**config.mk**
```make
export PLATFORM = sky130hd
export DESIGN_NAME = bf_equiv_sweeper_flat
export DESIGN_NICKNAME = d
export VERILOG_FILES = /design/src/rtl/bf_pkg.sv /design/src/rtl/bf_equiv_sweeper_if.sv /design/src/rtl/bf_eval.sv /design/src/rtl/bf_equiv_sweeper.sv /design/src/flat_wrapper.sv
export SDC_FILE = /design/constraint.sdc
export NUM_CORES = 1
export LEC_CHECK = 0
export CAP_MARGIN = 0
export CORE_MARGIN = 1
export CORE_UTILIZATION = 47
export DETAILED_ROUTE_END_ITERATION = 16
export GPL_ROUTABILITY_DRIVEN = 0
export PLACE_DENSITY_LB_ADDON = 0.1
export SYNTH_ARGS = -nofsm -noshare
export SYNTH_HDL_FRONTEND = slang
export SYNTH_HIERARCHICAL = 1
export SYNTH_SLANG_ARGS = --single-unit
```
**constraint.sdc**
```tcl
create_clock -name clk -period 2.43 [get_ports clk]
set_clock_uncertainty 0.2 [all_clocks]
set_input_delay 0.6075 -clock clk [delete_from_list [all_inputs] [get_ports clk]]
set_output_delay 0.6075 -clock clk [all_outputs]
set_load 0.05 [all_outputs]
```
**src/rtl/bf_pkg.sv**
```systemverilog
// Shared types and helpers for the boolean-function equivalence sweeper.
package bf_pkg;

  typedef enum logic [1:0] {
    IDLE  = 2'd0,
    RUN   = 2'd1,
    FLUSH = 2'd2
  } state_t;

  // Counters must hold 2^n, so they need one bit more than the vector.
  function automatic int cnt_w(input int n);
    return n + 1;
  endfunction

endpackage

```
**src/rtl/bf_equiv_sweeper_if.sv**
```systemverilog
// Control/result bundle between the sweeper and its switch/display surroundings.
interface bf_equiv_sweeper_if #(
  parameter int N_IN = 3
) ();
  import bf_pkg::*;

  logic                   start;
  logic                   mode;
  logic [N_IN-1:0]        vec_in;
  logic                   busy;
  logic                   res_valid;
  logic [N_IN-1:0]        res_vec;
  logic                   d_out;
  logic                   e_out;
  logic                   done;
  logic [cnt_w(N_IN)-1:0] d_ones_cnt;
  logic [cnt_w(N_IN)-1:0] mismatch_cnt;
  logic                   err;
  logic [N_IN-1:0]        first_fail_vec;

  modport master (
    output start, mode, vec_in,
    input  busy, res_valid, res_vec, d_out, e_out, done,
    input  d_ones_cnt, mismatch_cnt, err, first_fail_vec
  );

  modport slave (
    input  start, mode, vec_in,
    output busy, res_valid, res_vec, d_out, e_out, done,
    output d_ones_cnt, mismatch_cnt, err, first_fail_vec
  );

endinterface

```
**src/rtl/bf_eval.sv**
```systemverilog
// Combinational evaluation of the SOP form D and the NAND-of-OR form E.
// FAULT_INJ_EN adds fault_inj, which inverts E for the all-ones vector.
module bf_eval #(
  parameter int N_IN = 3
) (
  input  logic [N_IN-1:0] vec,
`ifdef FAULT_INJ_EN
  input  logic            fault_inj,
`endif
  output logic            d,
  output logic            e
);

  logic e_raw_s;

  assign d       = (&(~vec[N_IN-2:0])) | ~vec[N_IN-1];
  assign e_raw_s = ~((|vec[N_IN-2:0]) & vec[N_IN-1]);

`ifdef FAULT_INJ_EN
  assign e = e_raw_s ^ (fault_inj & (&vec));
`else
  assign e = e_raw_s;
`endif

endmodule

```
**src/rtl/bf_equiv_sweeper.sv**
```systemverilog
// Sweeps (or singly evaluates) input vectors, comparing D and E forms.
// FAULT_INJ_EN adds the fault_inj port used to force a D/E mismatch.
module bf_equiv_sweeper
  import bf_pkg::*;
#(
  parameter int N_IN = 3
) (
  input  logic               clk,
  input  logic               rst_n,
`ifdef FAULT_INJ_EN
  input  logic               fault_inj,
`endif
  bf_equiv_sweeper_if.slave  bus
);

  localparam int              CW      = cnt_w(N_IN);
  localparam logic [N_IN-1:0] VEC_ONE = {{(N_IN-1){1'b0}}, 1'b1};
  localparam logic [N_IN-1:0] VEC_MAX = {N_IN{1'b1}};
  localparam logic [CW-1:0]   CNT_ONE = {{(CW-1){1'b0}}, 1'b1};
  localparam logic [CW-1:0]   CNT_MAX = {CW{1'b1}};

  state_t          state_r;
  state_t          state_nxt_s;
  logic            mode_r;
  logic [N_IN-1:0] issue_r;

  logic            busy_s;
  logic            done_s;
  logic            accept_s;
  logic            run_s;

  logic            d_eval_s;
  logic            e_eval_s;
  logic            mism_s;

  logic            res_valid_r;
  logic [N_IN-1:0] res_vec_r;
  logic            d_r;
  logic            e_r;
  logic [CW-1:0]   d_ones_r;
  logic [CW-1:0]   mismatch_r;
  logic            err_r;
  logic [N_IN-1:0] first_fail_r;

  bf_eval #(.N_IN(N_IN)) u_eval (
    .vec       (issue_r),
`ifdef FAULT_INJ_EN
    .fault_inj (fault_inj),
`endif
    .d         (d_eval_s),
    .e         (e_eval_s)
  );

  assign mism_s = d_eval_s ^ e_eval_s;

  // State register
  always_ff @(posedge clk or negedge rst_n) begin
    if (!rst_n) begin
      state_r <= IDLE;
    end else begin
      state_r <= state_nxt_s;
    end
  end

  // Next-state decode; mode 1 always leaves RUN after its single issue
  always_comb begin
    state_nxt_s = state_r;
    case (state_r)
      IDLE: begin
        if (bus.start) begin
          state_nxt_s = RUN;
        end else begin
          state_nxt_s = IDLE;
        end
      end
      RUN: begin
        if (mode_r || (issue_r == VEC_MAX)) begin
          state_nxt_s = FLUSH;
        end else begin
          state_nxt_s = RUN;
        end
      end
      FLUSH:   state_nxt_s = IDLE;
      default: state_nxt_s = IDLE;
    endcase
  end

  // Control decode from the registered state
  always_comb begin
    busy_s   = 1'b0;
    done_s   = 1'b0;
    accept_s = 1'b0;
    run_s    = 1'b0;
    case (state_r)
      IDLE:  accept_s = bus.start;
      RUN: begin
        busy_s = 1'b1;
        run_s  = 1'b1;
      end
      FLUSH: begin
        busy_s = 1'b1;
        done_s = 1'b1;
      end
      default: begin
        busy_s = 1'b0;
        done_s = 1'b0;
      end
    endcase
  end

  // Issue register and captured mode
  always_ff @(posedge clk or negedge rst_n) begin
    if (!rst_n) begin
      issue_r <= '0;
      mode_r  <= 1'b0;
    end else if (accept_s) begin
      issue_r <= bus.mode ? bus.vec_in : '0;
      mode_r  <= bus.mode;
    end else if (run_s && !mode_r) begin
      issue_r <= issue_r + VEC_ONE;
    end else begin
      issue_r <= issue_r;
    end
  end

  // Result pipeline stage; forced to zero outside RUN issue cycles
  always_ff @(posedge clk or negedge rst_n) begin
    if (!rst_n) begin
      res_valid_r <= 1'b0;
      res_vec_r   <= '0;
      d_r         <= 1'b0;
      e_r         <= 1'b0;
    end else begin
      res_valid_r <= run_s;
      res_vec_r   <= run_s ? issue_r : '0;
      d_r         <= run_s & d_eval_s;
      e_r         <= run_s & e_eval_s;
    end
  end

  // Saturating counters and sticky first-failure capture
  always_ff @(posedge clk or negedge rst_n) begin
    if (!rst_n) begin
      d_ones_r     <= '0;
      mismatch_r   <= '0;
      err_r        <= 1'b0;
      first_fail_r <= '0;
    end else if (accept_s) begin
      d_ones_r     <= '0;
      mismatch_r   <= '0;
      err_r        <= 1'b0;
      first_fail_r <= '0;
    end else if (run_s) begin
      if (d_eval_s && (d_ones_r != CNT_MAX)) begin
        d_ones_r <= d_ones_r + CNT_ONE;
      end
      if (mism_s && (mismatch_r != CNT_MAX)) begin
        mismatch_r <= mismatch_r + CNT_ONE;
      end
      if (mism_s) begin
        err_r <= 1'b1;
      end
      if (mism_s && !err_r) begin
        first_fail_r <= issue_r;
      end
    end
  end

  assign bus.busy           = busy_s;
  assign bus.done           = done_s;
  assign bus.res_valid      = res_valid_r;
  assign bus.res_vec        = res_vec_r;
  assign bus.d_out          = d_r;
  assign bus.e_out          = e_r;
  assign bus.d_ones_cnt     = d_ones_r;
  assign bus.mismatch_cnt   = mismatch_r;
  assign bus.err            = err_r;
  assign bus.first_fail_vec = first_fail_r;

endmodule

```
**src/flat_wrapper.sv**
```systemverilog
// flat-port wrapper written by rule: the top's interface ports become plain ports
module bf_equiv_sweeper_flat import bf_pkg::*;
#(
  parameter int N_IN = 3
)
  (clk, rst_n, bus_start, bus_mode, bus_vec_in, bus_busy, bus_res_valid, bus_res_vec, bus_d_out, bus_e_out, bus_done, bus_d_ones_cnt, bus_mismatch_cnt, bus_err, bus_first_fail_vec);
  bf_equiv_sweeper_if #(.N_IN(N_IN)) bus_i ();
  input  logic clk;
  input  logic rst_n;
  input wire logic [$bits(bus_i.start)-1:0] bus_start;
  input wire logic [$bits(bus_i.mode)-1:0] bus_mode;
  input wire logic [$bits(bus_i.vec_in)-1:0] bus_vec_in;
  output wire logic [$bits(bus_i.busy)-1:0] bus_busy;
  output wire logic [$bits(bus_i.res_valid)-1:0] bus_res_valid;
  output wire logic [$bits(bus_i.res_vec)-1:0] bus_res_vec;
  output wire logic [$bits(bus_i.d_out)-1:0] bus_d_out;
  output wire logic [$bits(bus_i.e_out)-1:0] bus_e_out;
  output wire logic [$bits(bus_i.done)-1:0] bus_done;
  output wire logic [$bits(bus_i.d_ones_cnt)-1:0] bus_d_ones_cnt;
  output wire logic [$bits(bus_i.mismatch_cnt)-1:0] bus_mismatch_cnt;
  output wire logic [$bits(bus_i.err)-1:0] bus_err;
  output wire logic [$bits(bus_i.first_fail_vec)-1:0] bus_first_fail_vec;
  assign bus_i.start = bus_start;
  assign bus_i.mode = bus_mode;
  assign bus_i.vec_in = bus_vec_in;
  assign bus_busy = bus_i.busy;
  assign bus_res_valid = bus_i.res_valid;
  assign bus_res_vec = bus_i.res_vec;
  assign bus_d_out = bus_i.d_out;
  assign bus_e_out = bus_i.e_out;
  assign bus_done = bus_i.done;
  assign bus_d_ones_cnt = bus_i.d_ones_cnt;
  assign bus_mismatch_cnt = bus_i.mismatch_cnt;
  assign bus_err = bus_i.err;
  assign bus_first_fail_vec = bus_i.first_fail_vec;
  bf_equiv_sweeper #(.N_IN(N_IN)) u_core (.clk(clk), .rst_n(rst_n), .bus(bus_i));
endmodule
```
[Yosys cells after proc, flatten, opt, wreduce, memory -nomap -nowiden]
Index checks and enable logic that the tools add are counted.
Widths: inputs -> output; s select.
Operators by class
  $add $sub $neg: 3
  eq/ne operators: 5
  multiplexer cells: 23
  bitwise logic cells: 8
  reductions and logical operators: 21
Operators by type and width (count)
  $mux 4: 6
  $mux 3: 7
  $reduce_bool 2->1: 6
  $reduce_and 2->1: 5
  $add 4x1->4 const B: 2
  $mux 1: 8
  $ne 4x4->1 const B: 2
  $logic_and 1x1->1: 4
  $pmux 2 s2: 1
  $reduce_or 2->1: 2
  $add 3x1->3 const B: 1
  $and 1x1->1: 3
  $eq 3x3->1 const B: 1
  $eq 2x1->1 const B: 1
  $eq 2x2->1 const B: 1
  $logic_not 1->1: 2
  $logic_not 2->1: 1
  $mux 2: 1
  $not 1->1: 2
  $not 2->2: 1
  $logic_or 1x1->1: 1
  $or 1x1->1: 1
  $xor 1x1->1: 1
Word-level totals
  register bits after elaboration: 24
  input bits: 7
  output and inout bits: 20
  word-level logic and storage cells: 71

[Longest topological paths before layout]
  depth in word-level cells: 8
  gate-level depth with buffers: 7
  gate-level depth less buffers: 6

[Cells and area by module]
Netlist, hierarchy kept.
By module, submodules not included
  bf_equiv_sweeper: instances 1, cells each 100, area each 1074.8 um2, sequential area each 600.6 um2
  bf_eval: instances 1, cells each 2, area each 12.5 um2, sequential area each 0.0 um2

[Worst setup path after synthesis]
No wires, ideal clock.
  kind: register to register
  from: register u_core.issue_r[0]
  to: register u_core.mismatch_r[3] (netlist: u_core/bus.mismatch_cnt[3])
  setup time: 78 ps
  arrival: 1640 ps
  required time: 2152 ps
  slack: 512 ps
  cell stages (with the launch flop): 7
  path buffers: 1
  cells stage by stage: dfrtp_1 -> o21ai_1 -> buf_4 -> xor2_2 -> nand3_2 -> or3_1 -> a21oi_1
On the way
  word-level cells in the longest chain between the ends: 7
Ends and longest elaborated chain
  from (decl): line bf_equiv_sweeper.sv:25  | logic [N_IN-1:0] issue_r;
  from (signal assigned): line bf_equiv_sweeper.sv:117  | issue_r <= bus.mode ? bus.vec_in : '0;
  from (signal assigned): line bf_equiv_sweeper.sv:120  | issue_r <= issue_r + VEC_ONE;
  from (signal assigned): line bf_equiv_sweeper.sv:122  | issue_r <= issue_r;
  $not 2->2: line bf_eval.sv:16  | assign d = (&(~vec[N_IN-2:0])) | ~vec[N_IN-1];
  $reduce_and 2->1: line bf_eval.sv:16
  $or 1x1->1: line bf_eval.sv:16
  via u_core.d_eval_s: line bf_equiv_sweeper.sv:32  | logic d_eval_s;
  $xor 1x1->1: line bf_equiv_sweeper.sv:54  | assign mism_s = d_eval_s ^ e_eval_s;
  $logic_and 1x1->1: line bf_equiv_sweeper.sv:157  | if (mism_s && (mismatch_r != CNT_MAX)) begin
  $reduce_bool 2->1 (no line)
  $reduce_and 2->1 (no line)
  to (signal assigned): line bf_equiv_sweeper.sv:158  | mismatch_r <= mismatch_r + CNT_ONE;
  to (decl): line bf_equiv_sweeper.sv:41  | logic [CW-1:0] mismatch_r;
The timed path passes the listed nets, and every way through them passes these cells.
A chain may end at the register's enable or synchronous reset.

[Final worst setup path]
  from: register u_core.mismatch_r[0] (netlist: u_core/bus.mismatch_cnt[0])
  to: output bus_mismatch_cnt[0]
RTL lines
  to (decl): line flat_wrapper.sv:20  | output wire logic [$bits(bus_i.mismatch_cnt)-1:0] bus_mismatch_cnt;
No word-level cell between the ends.

==> flow_summary.ini <==
[run_status]
status = complete, no violations

[critical_path]
critPathSlowestCell = clkdlybuf4s50_1
crit_fanout = 4
cp.arrival_ps = 1560
required_ps = 1620
path_cells = clkdlybuf4s50_1
crit_family = buffers and inverters
startpoint_type = flip-flop
slowest_delay_ps = 830
end_kind = output pin
worstRegToRegCells = 5
reg2reg_slack_ps = 340
cp.buffers_inverters = 1
path_class = flip-flop to output pin
cp_num_cells = 1

[synthesis]
yosys.area.top_type = dfrtp_1
syn-cell-area_mm2 = 0.001087
avgSynthCellArea_um2 = 10.66
synthArstFlopShare_pct = 100.0
synth_seq_cells = 24
ys_warn_count = 6
synthTopCellsByArea = dfrtp_1 55%, ha_1 8.1%, nand3_1 6.4%
synth_cell_types = 23
ys.flop_type = dfrtp_1
synth-seq-area-share_pct = 55.24
syn_inst = 102
synth-edff-count = 0
netlist_top_cells_count = 24 x dfrtp_1, 14 x nand3_1, 11 x o21ai_0, 9 x nand2_1, 7 x ha_1
synth_fp_nets = 116
yosys.area.top_type_share_pct = 55.24
synth_most_common_cell = dfrtp_1

[timing]
tightest_slew_ps = 498.7
final.period_utilization_pct = 97.53
setup_viol = 0
finalCriticalPeriod_ps = 2370
fmax_mhz = 422.0
grt_setup_unrepaired = no
maxSlewHeadroom_pct = 66.70
drv_slew = 0
fin_tns_setup_ps = 0
finalHoldViolCount = 0

[power_and_ir_drop]
p_leak_nw = 0.6825
finalPower_w = 0.002102
ir_drop_uv = 840.8
powerDensity_mw_per_mm2 = 1463

[global_route]
antenna_found_initial = 0
grt_usage_pct = 17.17
grt.overflow.total = 0
grt_pass1_wl_um = 3194
first_global_vias = 750
grt_max_degree = 25

[floorplan]
core_area_mm2 = 0.002191
rows = 17
die_w_um = 50.10
die_h_um = 50.10
dieArea_mm2 = 0.002510
top_level_ports = 27
initial_core_util_pct = 49.63

[cts]
cts_max_path_buffers = 2
cts.sinks = 24
cts_tree = yes
path_clk_slew_ps = 130
cts_made_buffers = 3
clk_latency_ps = 310
post_cts_buffers = 0
htreeDepth = 1
root_buffer = clkbuf_4

[min_path]
holdPathStages = 2
hold_class = flip-flop to flip-flop

[routing]
postRouteAntennaNets = 0
wl_per_cell_um = 11.99
viasPerCell = 5.170
dr.first_iter.drc_count = 12
drc = 0
firstDrtPassIters = 4
routed_wl_um = 1907
vias = 822

[placement]
io_buffers = 26
hpwl_um = 1406

[job]
max_cap_violations = 0

[finish]
diodes = 0
nNetsFinal = 146
drive_above_1_share_pct = 9.160
area_growth_pct = 32.11
==> tightest hold or removal path, delay by kind of cell, from the launching register on <==
| family | cells | cell delay [ps] |
|---|---|---|
| AND/OR/NAND/NOR | 2 | 120 |
| flip-flops | 1 | 380 |
==> final timing paths <==
kind	endpoint	start
setup / recovery	bus_mismatch_cnt[0]	u_core/bus.mismatch_cnt[0]
hold / removal	u_core/mode_r	u_core/mode_r
max in group asynchronous	u_core/bus.d_ones_cnt[2]	rst_n
setup reg to reg	u_core/bus.mismatch_cnt[3]	u_core/issue_r[1]
hold reg to reg	u_core/mode_r	u_core/mode_r
min in group asynchronous	u_core/bus.res_valid	rst_n
==> through the flow <==
step	utilization, %	std cells	cell area [um^2]	hold WS, ps	setup slack, ps
2_1_floorplan	-	102	1087	111.9	512.4
3_3_place_gp	63.05	155	1381	279.5	423.9
3_5_place_dp	63.05	155	1381	288.7	371.0
4_1_cts	65.45	159	1434	326.2	41.89
5_1_grt	65.56	159	1436	354.1	4.822
6_report	65.56	159	1436	320.8	60.13
==> metal layers <==
layer,GRT usage (%),vias to the layer above,routed length [um]
met5,0,-,0
met4,6.190,0,13
met3,3.086,2,85
met2,27.33,21,917
met1,23.28,400,890
li1,-,399,-
==> cell usage in the layout (no fill, tap or decap), drive strengths merged, types with 2 or more instances in the layout <==
cell / n
dfrtp: 24
nand2: 9
a21oi: 2
inv: 3
clkdlybuf4s50: 23
and2: 6
ha: 7
mux2i: 3
nor2: 6
o21ai: 12
nand3: 15
buf: 5
clkbuf: 3
xor2: 6
==> layout make-up <==
cell class | instances | area (um^2)
timing repair buffer | 29 | 280.3
clock inverter | 1 | 30.03
sequential | 24 | 600.6
tap | 28 | 35.03
clock buffer | 3 | 22.52
multi-input combinational | 71 | 456.7
fill | 188 | 754.5
inverter | 3 | 11.26
==> logic make-up after synthesis <==
logic type | count (synthesis) | share of synthesized area (%)
AO/OA/AOI/OAI | 15 | 7.134
XOR/XNOR | 6 | 5.524
adder cells (fa/ha/maj) | 7 | 8.055
buffers and inverters | 7 | 2.762
flip-flops | 24 | 55.24
multiplexers | 3 | 2.762
AND/OR/NAND/NOR | 40 | 18.53
==> registers in the layout (all words and copies together) (netlist names) <==
signal	count
u_core/issue_r	3
u_core/bus.mismatch_cnt	4
u_core/state_r	2
u_core/bus.d_ones_cnt	4
u_core/bus.err	1
u_core/mode_r	1
u_core/bus.e_out	1
u_core/bus.d_out	1
u_core/bus.first_fail_vec	3
u_core/bus.res_valid	1
u_core/bus.res_vec	3
==> where the power goes <==
group          switching [W]  leakage (nW)  internal [W]
Clock               0.000117        0.0279      0.000167
Combinational       0.000766         0.338      0.000401
Sequential          0.000105         0.316      0.000547
Total               0.000988         0.682       0.00111
==> what timing repair did <==
item,4_1_cts,5_1_grt
endpoints found under the setup margin,0,1
resized for setup,0,1
endpoints found under the hold margin,0,0
hold buffers,0,0
Power figures use the tool's default switching activity.
